`config.mk`:
```
export PLATFORM = sky130hd
export DESIGN_NAME = coin_balance_timer
export DESIGN_NICKNAME = d
export VERILOG_FILES = /design/src/rtl/coin_balance_timer_pkg.sv /design/src/rtl/coin_balance_timer_picker.sv /design/src/rtl/coin_balance_timer.sv
export SDC_FILE = /design/constraint.sdc
export NUM_CORES = 1
export LEC_CHECK = 0
export BUFFER_PORTS_ARGS = -buffer_cell sky130_fd_sc_hd__buf_4
export CORE_ASPECT_RATIO = 0.5
export CORE_UTILIZATION = 53
export CTS_CLUSTER_DIAMETER = 80
export DETAILED_ROUTE_END_ITERATION = 6
export GPL_TIMING_DRIVEN = 0
export PLACE_DENSITY = 0.78
export REMOVE_ABC_BUFFERS = 1
export SYNTH_ARGS = -nofsm -noshare
export SYNTH_HDL_FRONTEND = slang
export SYNTH_SLANG_ARGS = --single-unit
```
`constraint.sdc`:
```
create_clock -name clk -period 5.2 [get_ports clk]
set_input_delay 0.26 -clock clk [delete_from_list [all_inputs] [get_ports clk]]
set_output_delay 0.26 -clock clk [all_outputs]
set_load 0.02 [all_outputs]
```
`src/rtl/coin_balance_timer_pkg.sv`:
```
// Shared vending-machine definitions: coin denominations, FSM encodings and
// the default inactivity timeout.
package coin_balance_timer_pkg;

    localparam int MAX_COINS = 3;

    // Denominations must stay in ascending order; the change picker relies on it.
    localparam int unsigned COIN_VALUE [MAX_COINS] = '{100, 500, 1000};

    localparam int unsigned WAIT_CYCLES_DEFAULT = 10;

    typedef enum logic [1:0] {
        ST_IDLE   = 2'd0,
        ST_ACTIVE = 2'd1,
        ST_RETURN = 2'd2
    } state_t;

    // Channels beyond the table are worth nothing, so a wider NUM_COINS stays safe.
    function automatic int unsigned coin_value(input int k);
        if (k >= 0 && k < MAX_COINS) begin
            return COIN_VALUE[k];
        end
        return 0;
    endfunction

endpackage

```
`src/rtl/coin_balance_timer_picker.sv`:
```
// Greedy change selector: one-hot flag of the largest denomination that still
// fits in the given balance, or zero when nothing fits.
module coin_change_picker
    import coin_balance_timer_pkg::*;
#(
    parameter int NUM_COINS = 3,
    parameter int BAL_W     = 16
) (
    input  logic [BAL_W-1:0]     balance,
    output logic [NUM_COINS-1:0] coin
);

    // Ascending table: a later fitting entry is always the larger one.
    always_comb begin
        coin = '0;
        for (int k = 0; k < NUM_COINS; k++) begin
            if (coin_value(k) != 0 && 64'(balance) >= 64'(coin_value(k))) begin
                coin    = '0;
                coin[k] = 1'b1;
            end
        end
    end

endmodule

```
`src/rtl/coin_balance_timer.sv`:
```
// Coin-operated balance keeper with purchase deduction, inactivity timer and
// greedy coin return through a ready/valid dispenser handshake.
module coin_balance_timer
    import coin_balance_timer_pkg::*;
#(
    parameter int          NUM_COINS   = 3,
    parameter int          BAL_W       = 16,
    parameter int          TIMER_W     = 32,
    parameter int unsigned WAIT_CYCLES = WAIT_CYCLES_DEFAULT
) (
    input  logic                 clk,
    input  logic                 reset_n,
    input  logic [NUM_COINS-1:0] i_input_coin,
    input  logic                 i_deduct_valid,
    input  logic [BAL_W-1:0]     i_deduct_amount,
    input  logic                 i_trigger_return,
    input  logic                 i_return_ready,
    output logic                 o_deduct_ok,
    output logic                 o_return_valid,
    output logic [NUM_COINS-1:0] o_return_coin,
    output logic [BAL_W-1:0]     o_balance,
    output logic [TIMER_W-1:0]   o_wait_time,
    output logic                 o_busy
);

    // Extra headroom so balance plus a full cycle of coins never wraps.
    localparam int EXT_W = BAL_W + 16;
    localparam logic [EXT_W-1:0] BAL_MAX  = {{(EXT_W-BAL_W){1'b0}}, {BAL_W{1'b1}}};
    localparam logic [EXT_W-1:0] MIN_COIN = EXT_W'(coin_value(0));

    state_t                state;
    state_t                state_next;
    logic [BAL_W-1:0]      balance;
    logic [BAL_W-1:0]      balance_next;
    logic [TIMER_W-1:0]    timer;
    logic [TIMER_W-1:0]    timer_next;
    logic                  deduct_ok;
    logic                  locked;
    logic [NUM_COINS-1:0]  locked_coin;
    logic [NUM_COINS-1:0]  pick_coin;
    logic [NUM_COINS-1:0]  cur_coin;
    logic [EXT_W-1:0]      coin_sum;
    logic [EXT_W-1:0]      cur_val;
    logic [EXT_W-1:0]      total;
    logic [EXT_W-1:0]      after;
    logic                  accept;
    logic                  reload;
    logic                  handshake;

    coin_change_picker #(
        .NUM_COINS (NUM_COINS),
        .BAL_W     (BAL_W)
    ) u_picker (
        .balance (balance),
        .coin    (pick_coin)
    );

    // A coin offered but not taken is frozen so later inserts cannot swap it.
    assign cur_coin = locked ? locked_coin : pick_coin;

    always_comb begin
        coin_sum = '0;
        cur_val  = '0;
        for (int k = 0; k < NUM_COINS; k++) begin
            if (i_input_coin[k]) begin
                coin_sum = coin_sum + EXT_W'(coin_value(k));
            end
            if (cur_coin[k]) begin
                cur_val = cur_val + EXT_W'(coin_value(k));
            end
        end
    end

    always_comb begin
        handshake = o_return_valid && i_return_ready;
        total     = EXT_W'(balance) + coin_sum;
        accept    = (state != ST_RETURN) && i_deduct_valid &&
                    (EXT_W'(i_deduct_amount) <= total);
        reload    = (state != ST_RETURN) && ((|i_input_coin) || accept);
        after     = total;
        if (accept) begin
            after = total - EXT_W'(i_deduct_amount);
        end
        if (handshake) begin
            after = total - cur_val;
        end
    end

    always_ff @(posedge clk or negedge reset_n) begin
        if (!reset_n) begin
            state <= ST_IDLE;
        end else begin
            state <= state_next;
        end
    end

    always_comb begin
        state_next = state;
        case (state)
            ST_IDLE: begin
                if (after != '0) begin
                    state_next = ST_ACTIVE;
                end
            end
            ST_ACTIVE: begin
                if (after == '0) begin
                    state_next = ST_IDLE;
                end else if (i_trigger_return || (timer == '0 && !reload)) begin
                    state_next = ST_RETURN;
                end
            end
            ST_RETURN: begin
                if (after < MIN_COIN) begin
                    state_next = ST_IDLE;
                end
            end
            default: state_next = ST_IDLE;
        endcase
    end

    always_comb begin
        o_busy         = (state == ST_RETURN);
        o_return_valid = (state == ST_RETURN) && (cur_coin != '0);
        o_return_coin  = o_return_valid ? cur_coin : '0;
        o_balance      = balance;
        o_wait_time    = timer;
        o_deduct_ok    = deduct_ok;
    end

    // Leaving RETURN discards any residue too small to dispense.
    always_comb begin
        if (state == ST_RETURN && state_next == ST_IDLE) begin
            balance_next = '0;
        end else if (after > BAL_MAX) begin
            balance_next = BAL_MAX[BAL_W-1:0];
        end else begin
            balance_next = after[BAL_W-1:0];
        end

        if (state_next != ST_ACTIVE) begin
            timer_next = '0;
        end else if (reload) begin
            timer_next = TIMER_W'(WAIT_CYCLES);
        end else if (timer != '0) begin
            timer_next = timer - 1'b1;
        end else begin
            timer_next = '0;
        end
    end

    always_ff @(posedge clk or negedge reset_n) begin
        if (!reset_n) begin
            balance     <= '0;
            timer       <= '0;
            deduct_ok   <= 1'b0;
            locked      <= 1'b0;
            locked_coin <= '0;
        end else begin
            balance   <= balance_next;
            timer     <= timer_next;
            deduct_ok <= accept;
            if (o_return_valid && !i_return_ready && state_next == ST_RETURN) begin
                locked      <= 1'b1;
                locked_coin <= cur_coin;
            end else begin
                locked      <= 1'b0;
                locked_coin <= '0;
            end
        end
    end

endmodule

```
==> results of run 1 <==
## sequential cells by signal, indices dropped and copies added (netlist names)
name / flops
locked: 1
o_wait_time: 32
state: 2
o_deduct_ok: 1
o_balance: 16
locked_coin: 3
## worst max-delay path, delay by kind of cell
family	cells	cell delay, ps
mux	1	320
compound gates	7	1810
xor+xnor	1	200
simple gates	4	560
buf+inv	13	1640
fa+ha+maj	4	1170
## how the worst max path moves through the flow
stage                           startpoint                   endpoint  slack [ps]  cells after the start
floorplan                  i_input_coin[0]     o_balance[2]$_DFF_PN0_       -1270                     26
global placement           i_input_coin[0]         state[1]$_DFF_PN0_       -3450                     27
detailed placement         i_input_coin[0]  o_wait_time[22]$_DFF_PN0_       -2850                     27
CTS                 o_balance[2]$_DFF_PN0_   o_wait_time[3]$_DFF_PN0_        -200                     27
global route        o_balance[2]$_DFF_PN0_   o_wait_time[1]$_DFF_PN0_        -670                     27
finish                     i_input_coin[1]  o_wait_time[23]$_DFF_PN0_        -580                     30
## per-layer routing
metal,vias to the layer above,global-route usage
li1,2845,-
met1,3060,0.441
met2,616,0.561
met3,208,0.0840
met4,0,0.109
met5,-,0
## repair_timing
item / in CTS / in global routing
pin swaps: 42 / 38
setup endpoints to repair: 55 / 46
hold endpoints to repair: 0 / 0
cloned: 4 / 0
gates resized for setup: 119 / 53
setup buffers: 55 / 32
## through the flow
stage / hold slack, ps / area [sq um] / utilization
after floorplan: -35.6 / 5380 / -
after global routing: 71.0 / 8000 / 0.820
after detailed placement: 346 / 6230 / 0.639
after CTS: 30.8 / 7490 / 0.767
final: 11.8 / 8000 / 0.820
after global placement: 344 / 6130 / 0.628
## final cells by class
cell class / count / area, sq um
clock inverters: 2 / 20.0
repair buffers: 171 / 1480
well taps: 135 / 169
fillers: 560 / 1760
inverters: 54 / 221
multi-input cells: 564 / 4600
flip-flops and latches: 55 / 1380
clock buffers: 6 / 139
## cells in the mapped netlist, types with 3 or more instances
master	instances	share of area
o211ai_1	15	0.020
o31a_1	3	0.0048
nand2_1	82	0.056
nor2_1	47	0.032
a221o_1	3	0.0054
and2_1	9	0.010
nor3_1	45	0.041
and3_1	10	0.011
buf_6	3	0.0061
o22ai_1	3	0.0034
xnor2_1	30	0.048
a2111oi_0	4	0.0063
o21ai_0	27	0.024
o211a_1	6	0.011
nand2b_1	6	0.0068
or3_1	6	0.0068
nand4_1	7	0.0079
inv_1	53	0.036
a221oi_1	3	0.0048
a311oi_1	3	0.0048
nor4b_1	5	0.0079
xor2_1	23	0.036
a211oi_1	8	0.011
buf_1	3	0.0020
nor4_1	13	0.015
a21oi_1	41	0.037
a31oi_1	4	0.0045
mux2i_1	4	0.0073
a21o_1	14	0.019
o21a_1	6	0.0082
or4_1	7	0.0095
fa_1	3	0.011
nor3b_1	5	0.0068
o31ai_1	3	0.0041
dfrtp_1	55	0.25
clkbuf_1	22	0.015
a22oi_1	6	0.0082
nand3_1	16	0.015
ha_1	46	0.10
nor2b_1	8	0.0091
## cells by family (layout without fill, tap and decap cells)
| kind of cell | count (synthesis) | after routing | share of synthesized area |
|---|---|---|---|
| compound gates | 179 | 180 | 0.228 |
| xor+xnor | 53 | 53 | 0.0841 |
| fa+ha+maj | 49 | 49 | 0.115 |
| buf+inv | 84 | 233 | 0.0617 |
| flops | 55 | 55 | 0.249 |
| mux | 6 | 6 | 0.0113 |
| simple gates | 276 | 276 | 0.251 |
==> flow_summary.toml, run 1 <==
[final_layout]
syn2layout_area_growth_pct = 45.0
fin_cells = 987
num-nets-final = 924
layout_commonest_cell = "buf_4"
drive_gt1_frac = 0.345
layout_common_cells = "151 x buf_4, 79 x nand2_1, 52 x dfrtp_1"
antenna_cells = 0

[synth]
yosysSeqAreaShare = 0.249
syn_area_sq_mm = 0.00552
async_reset_ff_frac = 1.00
synth_top_flop_cell = "dfrtp_1"
synth_edf_count = 0
netlist_instances = 702
yosysWarnings = 0
synth_seq_cells = 55
syn_avg_cell_area_sq_um = 7.86
yosys.cell_types.count = 73

[timing]
final.setup.worst_slack_ps = -577
tns_ps = -23980
worst_pin_slew_ps = 1150
finalSetupViolCount = 46
fin_crit_ps = 5780
rsz0062_at_grt = "true"
max_freq_mhz = 173
max-slew-margin-rel = 0.234
final.setup_skew_ps = 12.3
finalCritPeriodShare = 1.11
finalHoldViolations = 0
maxSlewViolCount = 0

[place]
portBuffers = 77
dp_cells = 890
dp_hpwl_um = 11700
globalplace.congestion = 0.940
place_ws_ps = -2850

[routing]
drc = 57
first_iter_violations = 810
postRouteWirelength_um = 22700
ant_nets = 0
vias = 6729
wl_met3_um = 3070
wl_met2_um = 9680
via_per_inst = 6.82
wl_per_cell_um = 23.0
first_pass_iters = 7
routed.top_layer = "met4"
wl_met1_um = 8340

[die]
initial_core_util = 0.566
rows = 25
io_pins = 78
dieHeight_um = 74.2
die_w_um = 146
core_sq_mm = 0.00976
dieArea_sq_mm = 0.0109

[outcome]
status = "complete, but fails checks"
violations = "design-rule violations, negative setup slack"

[clocking]
htree_levels = 2
worstSkewPairLatency_ps = 300
numCtsBuffers = 5
cts_buffer_depth = 2
path_clk_slew_ps = 80
ctsRootBufferMaster = "clkbuf_16"
cts_tree = "built"
clock_sinks = 55
holdBufCountCts = 0

[worst_setup_path]
cp_common_cell = "buf_4"
crit_path_max_fanout = 5
r2r_end = "o_wait_time[23]$_DFF_PN0_"
cpPeakStageDelay_ps = 420
worst_setup_path_end_kind = "flip-flop"
crit_arrival_ps = 5960
r2r_slack_ps = -560
path_class = "in -> reg"
rr_worst_depth = 27
slowest_stage = "a221oi_2"
r2r-start = "o_balance[2]$_DFF_PN0_"
cp-start-kind = "input pin"
cp.required_ps = 5380

[global_route]
globalRouteTotalUtil = 0.338
grt_pass1_wl_um = 28800
grt_overflow = 0
grt_antenna_before_repair = 0
grt_max_degree = 56
grt_pass1_vias = 5690

[job]
max_cap_viol_count = 0

[min_path]
min_path_type = "in -> async"
Power of run 1 is not shown: default switching activity piles up to over one toggle a cycle in this logic, so the estimate is an artifact.
==> inputs of run 2 (changes only) <==
RECOVER_POWER = 25   (was unset)
==> run 2 against run 1 <==
The run ends with design-rule violations, max-capacitance violations, max-slew violations, negative setup slack left. Cell count stayed put. Count of clock-buffer cells in the layout stayed put. Hold slack better by 140 ps. Largest cell class unchanged. Highest routed layer unchanged.
==> flow_summary.toml, run 2 (same netlist as run 1, synthesis figures left out) <==
[outcome]
status = "complete, but fails checks"
violations = "design-rule violations, max-capacitance violations, max-slew violations, negative setup slack"

[final_layout]
largest_reg_flops = 32
multi_input_area_sq_mm = 0.00460
fillCellCount = 562
num-nets-final = 924
syn2layout_area_growth_pct = 44.9
layout_commonest_cell = "buf_4"
layout_common_cells = "150 x buf_4, 79 x nand2_1, 52 x dfrtp_1"
drive_gt1_frac = 0.344
fin_util = 0.819
regArea_sq_mm = 0.00138
antenna_cells = 0

[die]
dieArea_sq_mm = 0.0109
rows = 25
initial_core_util = 0.566
die_w_um = 146
io_pins = 78
core_sq_mm = 0.00976
dieHeight_um = 74.2

[global_route]
grt_pass1_wl_um = 28800
grt_antenna_before_repair = 0
globalRouteTotalUtil = 0.338
grt_max_degree = 56
grt_pass1_vias = 5690
grt_overflow = 0

[place]
dp_hpwl_um = 11700
portBuffers = 77
globalplace.congestion = 0.940

[clocking]
clock_sinks = 55
holdBufCountCts = 0
path_clk_slew_ps = 80
numCtsBuffers = 5
htree_levels = 2
cts_buffer_depth = 2
ctsRootBufferMaster = "clkbuf_16"
cts_tree = "built"
worstSkewPairLatency_ps = 300

[routing]
postRouteWirelength_um = 22600
vias = 6691
ant_nets = 0
drc = 71
first_pass_iters = 7
wl_per_cell_um = 22.9
first_iter_violations = 807
via_per_inst = 6.78

[timing]
max_freq_mhz = 173
finalCritPeriodShare = 1.11
finalSetupViolCount = 46
worst_pin_slew_ps = 3080
max-slew-margin-rel = -1.05
fin_crit_ps = 5770
final.setup_skew_ps = 13.0
finalHoldViolations = 0
maxSlewViolCount = 56
final.setup.worst_slack_ps = -568
rsz0062_at_grt = "true"

[worst_setup_path]
rr_worst_depth = 27
worst_setup_path_end_kind = "flip-flop"
cp_common_cell = "buf_4"
crit_arrival_ps = 5950
cp-startpoint = "i_input_coin[1]"
cp.required_ps = 5380
r2r_slack_ps = -550
slowest_stage = "a221oi_2"
crit_path_max_fanout = 5
r2r-start = "o_balance[2]$_DFF_PN0_"
cpPeakStageDelay_ps = 410
cp-start-kind = "input pin"
path_class = "in -> reg"
r2r_end = "o_wait_time[23]$_DFF_PN0_"

[job]
max_cap_viol_count = 1

[min_path]
min-delay-start = "i_return_ready"
min_path_type = "in -> reg"
holdPathStages = 2
min_to = "locked_coin[0]$_DFF_PN0_"
## run 2: cell count changes in the layout (fill, tap and decap cells not counted)
cell / delta
buf_4: -1
clkbuf_1: +1
## run 2: critical path: cells and delay by family
family	cells	cell delay, ps
XOR/XNOR	1	200
buffers and inverters	13	1620
adder cells (fa/ha/maj)	4	1170
AO/OA/AOI/OAI	7	1820
multiplexers	1	320
AND/OR/NAND/NOR	4	560
## run 2: area by class of cell
cell class,instances,share of cell area
clock buffer,6,0.0174
clock inverter,2,0.00250
inverter,54,0.0277
multi-input combinational,564,0.575
sequential,55,0.173
tap,135,0.0211
timing repair buffer,171,0.184
## run 2: worst max-delay path by stage
| stage | to | cells after the start |
|---|---|---|
| 6_report | o_wait_time[23]$_DFF_PN0_ | 30 |
| 5_1_grt | o_wait_time[1]$_DFF_PN0_ | 27 |
| 4_1_cts | o_wait_time[3]$_DFF_PN0_ | 27 |
| 3_5_place_dp | o_wait_time[22]$_DFF_PN0_ | 27 |
| 3_3_place_gp | state[1]$_DFF_PN0_ | 27 |
| 2_1_floorplan | o_balance[2]$_DFF_PN0_ | 26 |
## run 2: layer usage
layer,share of wire,up-vias,GRT usage
li1,-,2847,-
met1,0.37,3081,0.441
met2,0.43,566,0.561
met3,0.13,197,0.0840
met4,0.070,0,0.109
met5,0,-,0
## run 2: stage by stage
stage	TNS, ps	instance area, sq um	std cells	setup WS [ps]	hold WS, ps
6_report	-23450	8000	987	-568	151
5_1_grt	-29000	8000	987	-673	164
4_1_cts	-7430	7490	956	-202	30.8
3_5_place_dp	-135240	6230	890	-2850	346
3_3_place_gp	-164910	6130	884	-3450	344
2_1_floorplan	-54890	5380	672	-1270	-35.6
## run 2: what timing repair did
| action | CTS | global route |
|---|---|---|
| pin swaps | 42 | 38 |
| buffers inserted | 55 | 32 |
| endpoints found under the setup margin | 55 | 46 |
| resized for setup | 119 | 53 |
| gates cloned | 4 | 0 |
Power of run 2 is left out for the same reason.
==> inputs of run 3 (changes only) <==
CORE_UTILIZATION = 50   (was 53)
PLACE_DENSITY = 0.74   (was 0.78)
==> run 3 against run 2 <==
The flow still finishes with violations (design-rule violations, max-capacitance violations, max-slew violations, negative setup slack). Hold slack better by 5.3 ps. Die area grew 5.9%. Utilization fell by 5.8 points. Critical path depth down 3.
==> flow_summary.toml, run 3 (same netlist as run 1, synthesis figures left out) <==
[final_layout]
fin_cells = 988
num-nets-final = 920
fin_util = 0.762
largest_reg_flops = 32
syn2layout_area_growth_pct = 44.6
drive_gt1_frac = 0.354
layout_commonest_cell = "buf_4"
layout_common_cells = "146 x buf_4, 77 x nand2_1, 52 x dfrtp_1"
antenna_cells = 0

[timing]
finalCritPeriodShare = 1.08
max_freq_mhz = 179
maxSlewViolCount = 56
worst_pin_slew_ps = 3150
rsz0062_at_grt = "true"
fin_hold_ws_ps = 157
final.setup_skew_ps = 11.1
max-slew-margin-rel = -1.10
fin_crit_ps = 5590
finalSetupViolCount = 45
finalHoldViolations = 0
tns_ps = -15980
final.setup.worst_slack_ps = -390

[clocking]
cts_buffer_depth = 2
holdBufCountCts = 0
cts_tree = "built"
ctsRootBufferMaster = "clkbuf_16"
numCtsBuffers = 5
clock_sinks = 55
worstSkewPairLatency_ps = 300
path_clk_slew_ps = 80
htree_levels = 2

[worst_setup_path]
crit_path_max_fanout = 5
cp.required_ps = 5390
path_buf_inv = 7
rr_worst_depth = 27
slowest_stage = "dfrtp_1"
crit_family = "simple AND/OR/NAND/NOR gates"
path_class = "reg -> reg"
crit_arrival_ps = 5780
endpoint = "o_wait_time[19]$_DFF_PN0_"
r2r_end = "o_wait_time[19]$_DFF_PN0_"
cp-startpoint = "o_balance[4]$_DFF_PN0_"
path_depth = 27
r2r_slack_ps = -390
worst_setup_path_end_kind = "flip-flop"
cpPeakStageDelay_ps = 490
cp-start-kind = "flip-flop"
r2r-start = "o_balance[4]$_DFF_PN0_"

[routing]
first_pass_iters = 7
postRouteWirelength_um = 19500
vias = 6249
drc = 2
ant_nets = 0
wl_per_cell_um = 19.7
first_iter_violations = 535
via_per_inst = 6.32

[die]
die_w_um = 151
core_sq_mm = 0.0105
io_pins = 78
dieHeight_um = 76.3
initial_core_util = 0.527
dieArea_sq_mm = 0.0115
rows = 26

[global_route]
grt_max_degree = 56
grt_overflow = 0
grtUsageMet1 = 0.427
grt_pass1_vias = 5586
globalRoute.busiestLayer = "met2"
grt_use_met3 = 0.0766
grt_pass1_wl_um = 28300
grtUsageMet2 = 0.488
grt_antenna_before_repair = 0
globalRouteTotalUtil = 0.310

[outcome]
violations = "design-rule violations, max-capacitance violations, max-slew violations, negative setup slack"
status = "complete, but fails checks"

[min_path]
min_path_type = "in -> reg"
min-delay-start = "i_return_ready"

[place]
globalplace.congestion = 0.947
dp_cells = 894
dp_hpwl_um = 11600
portBuffers = 77

[job]
max_cap_viol_count = 1
run 3: cell types whose count changed in the layout (fill, tap and decap cells not counted), moves of 3 or more:
cell,before,now
nand2_4,0,4
nor3_1,35,31
nor3_4,2,7
ha_4,21,18
buf_16,4,1
inv_6,1,4
a21oi_1,33,29
o21ai_2,3,6
buf_4,150,146
run 3: repair_timing:
| item | CTS | global route |
|---|---|---|
| gates resized for setup | 93 | 90 |
| setup buffers | 52 | 34 |
| pin swaps | 31 | 55 |
| endpoints found under the hold margin | 0 | 0 |
| endpoints found under the setup margin | 55 | 48 |
| gates cloned | 2 | 1 |
run 3: per-stage QoR:
stage | area [sq um] | setup WS, ps
2_1_floorplan | 5380 | -1270
3_3_place_gp | 6130 | -3490
3_5_place_dp | 6210 | -2890
4_1_cts | 7280 | -230
5_1_grt | 7980 | -580
6_report | 7980 | -390
run 3: layout make-up:
class / count / area, sq um
multi-input cells: 564 / 4660
repair buffers: 167 / 1400
clock buffers: 6 / 139
well taps: 140 / 175
inverters: 54 / 216
flip-flops and latches: 55 / 1380
clock inverters: 2 / 17.5
fillers: 707 / 2490
run 3: worst reg2reg max path, stage by stage (launching register included):
cell,delay [ps]
dfrtp_1,490
ha_2,350
nor2b_4,150
buf_4,140
o21a_1,180
or3_1,360
and2_4,210
ha_4,180
a21oi_2,150
o211ai_1,110
o211ai_1,150
a21boi_2,120
nor2_2,140
ha_2,210
inv_2,40
and3_4,150
a41o_1,250
o21ai_4,130
clkinvlp_4,270
o311a_4,190
nor4_2,330
nand4b_1,200
buf_6,170
o41ai_4,300
buf_6,180
buf_12,120
clkbuf_16,150
nor3_2,40
run 3: routing by layer:
layer | wire length (um) | part of all wire
met5 | 0 | 0
met4 | 696 | 0.036
met3 | 1950 | 0.10
met2 | 8940 | 0.46
met1 | 7900 | 0.41
run 3: worst min-delay path by stage:
stage                               end  cells past startpoint
6_report       locked_coin[2]$_DFF_PN0_                      2
5_1_grt        locked_coin[2]$_DFF_PN0_                      2
4_1_cts          o_balance[8]$_DFF_PN0_                      1
3_5_place_dp     o_balance[8]$_DFF_PN0_                      1
3_3_place_gp    o_balance[14]$_DFF_PN0_                      1
2_1_floorplan          locked$_DFF_PN0_                      0
Power of run 3 is left out for the same reason.
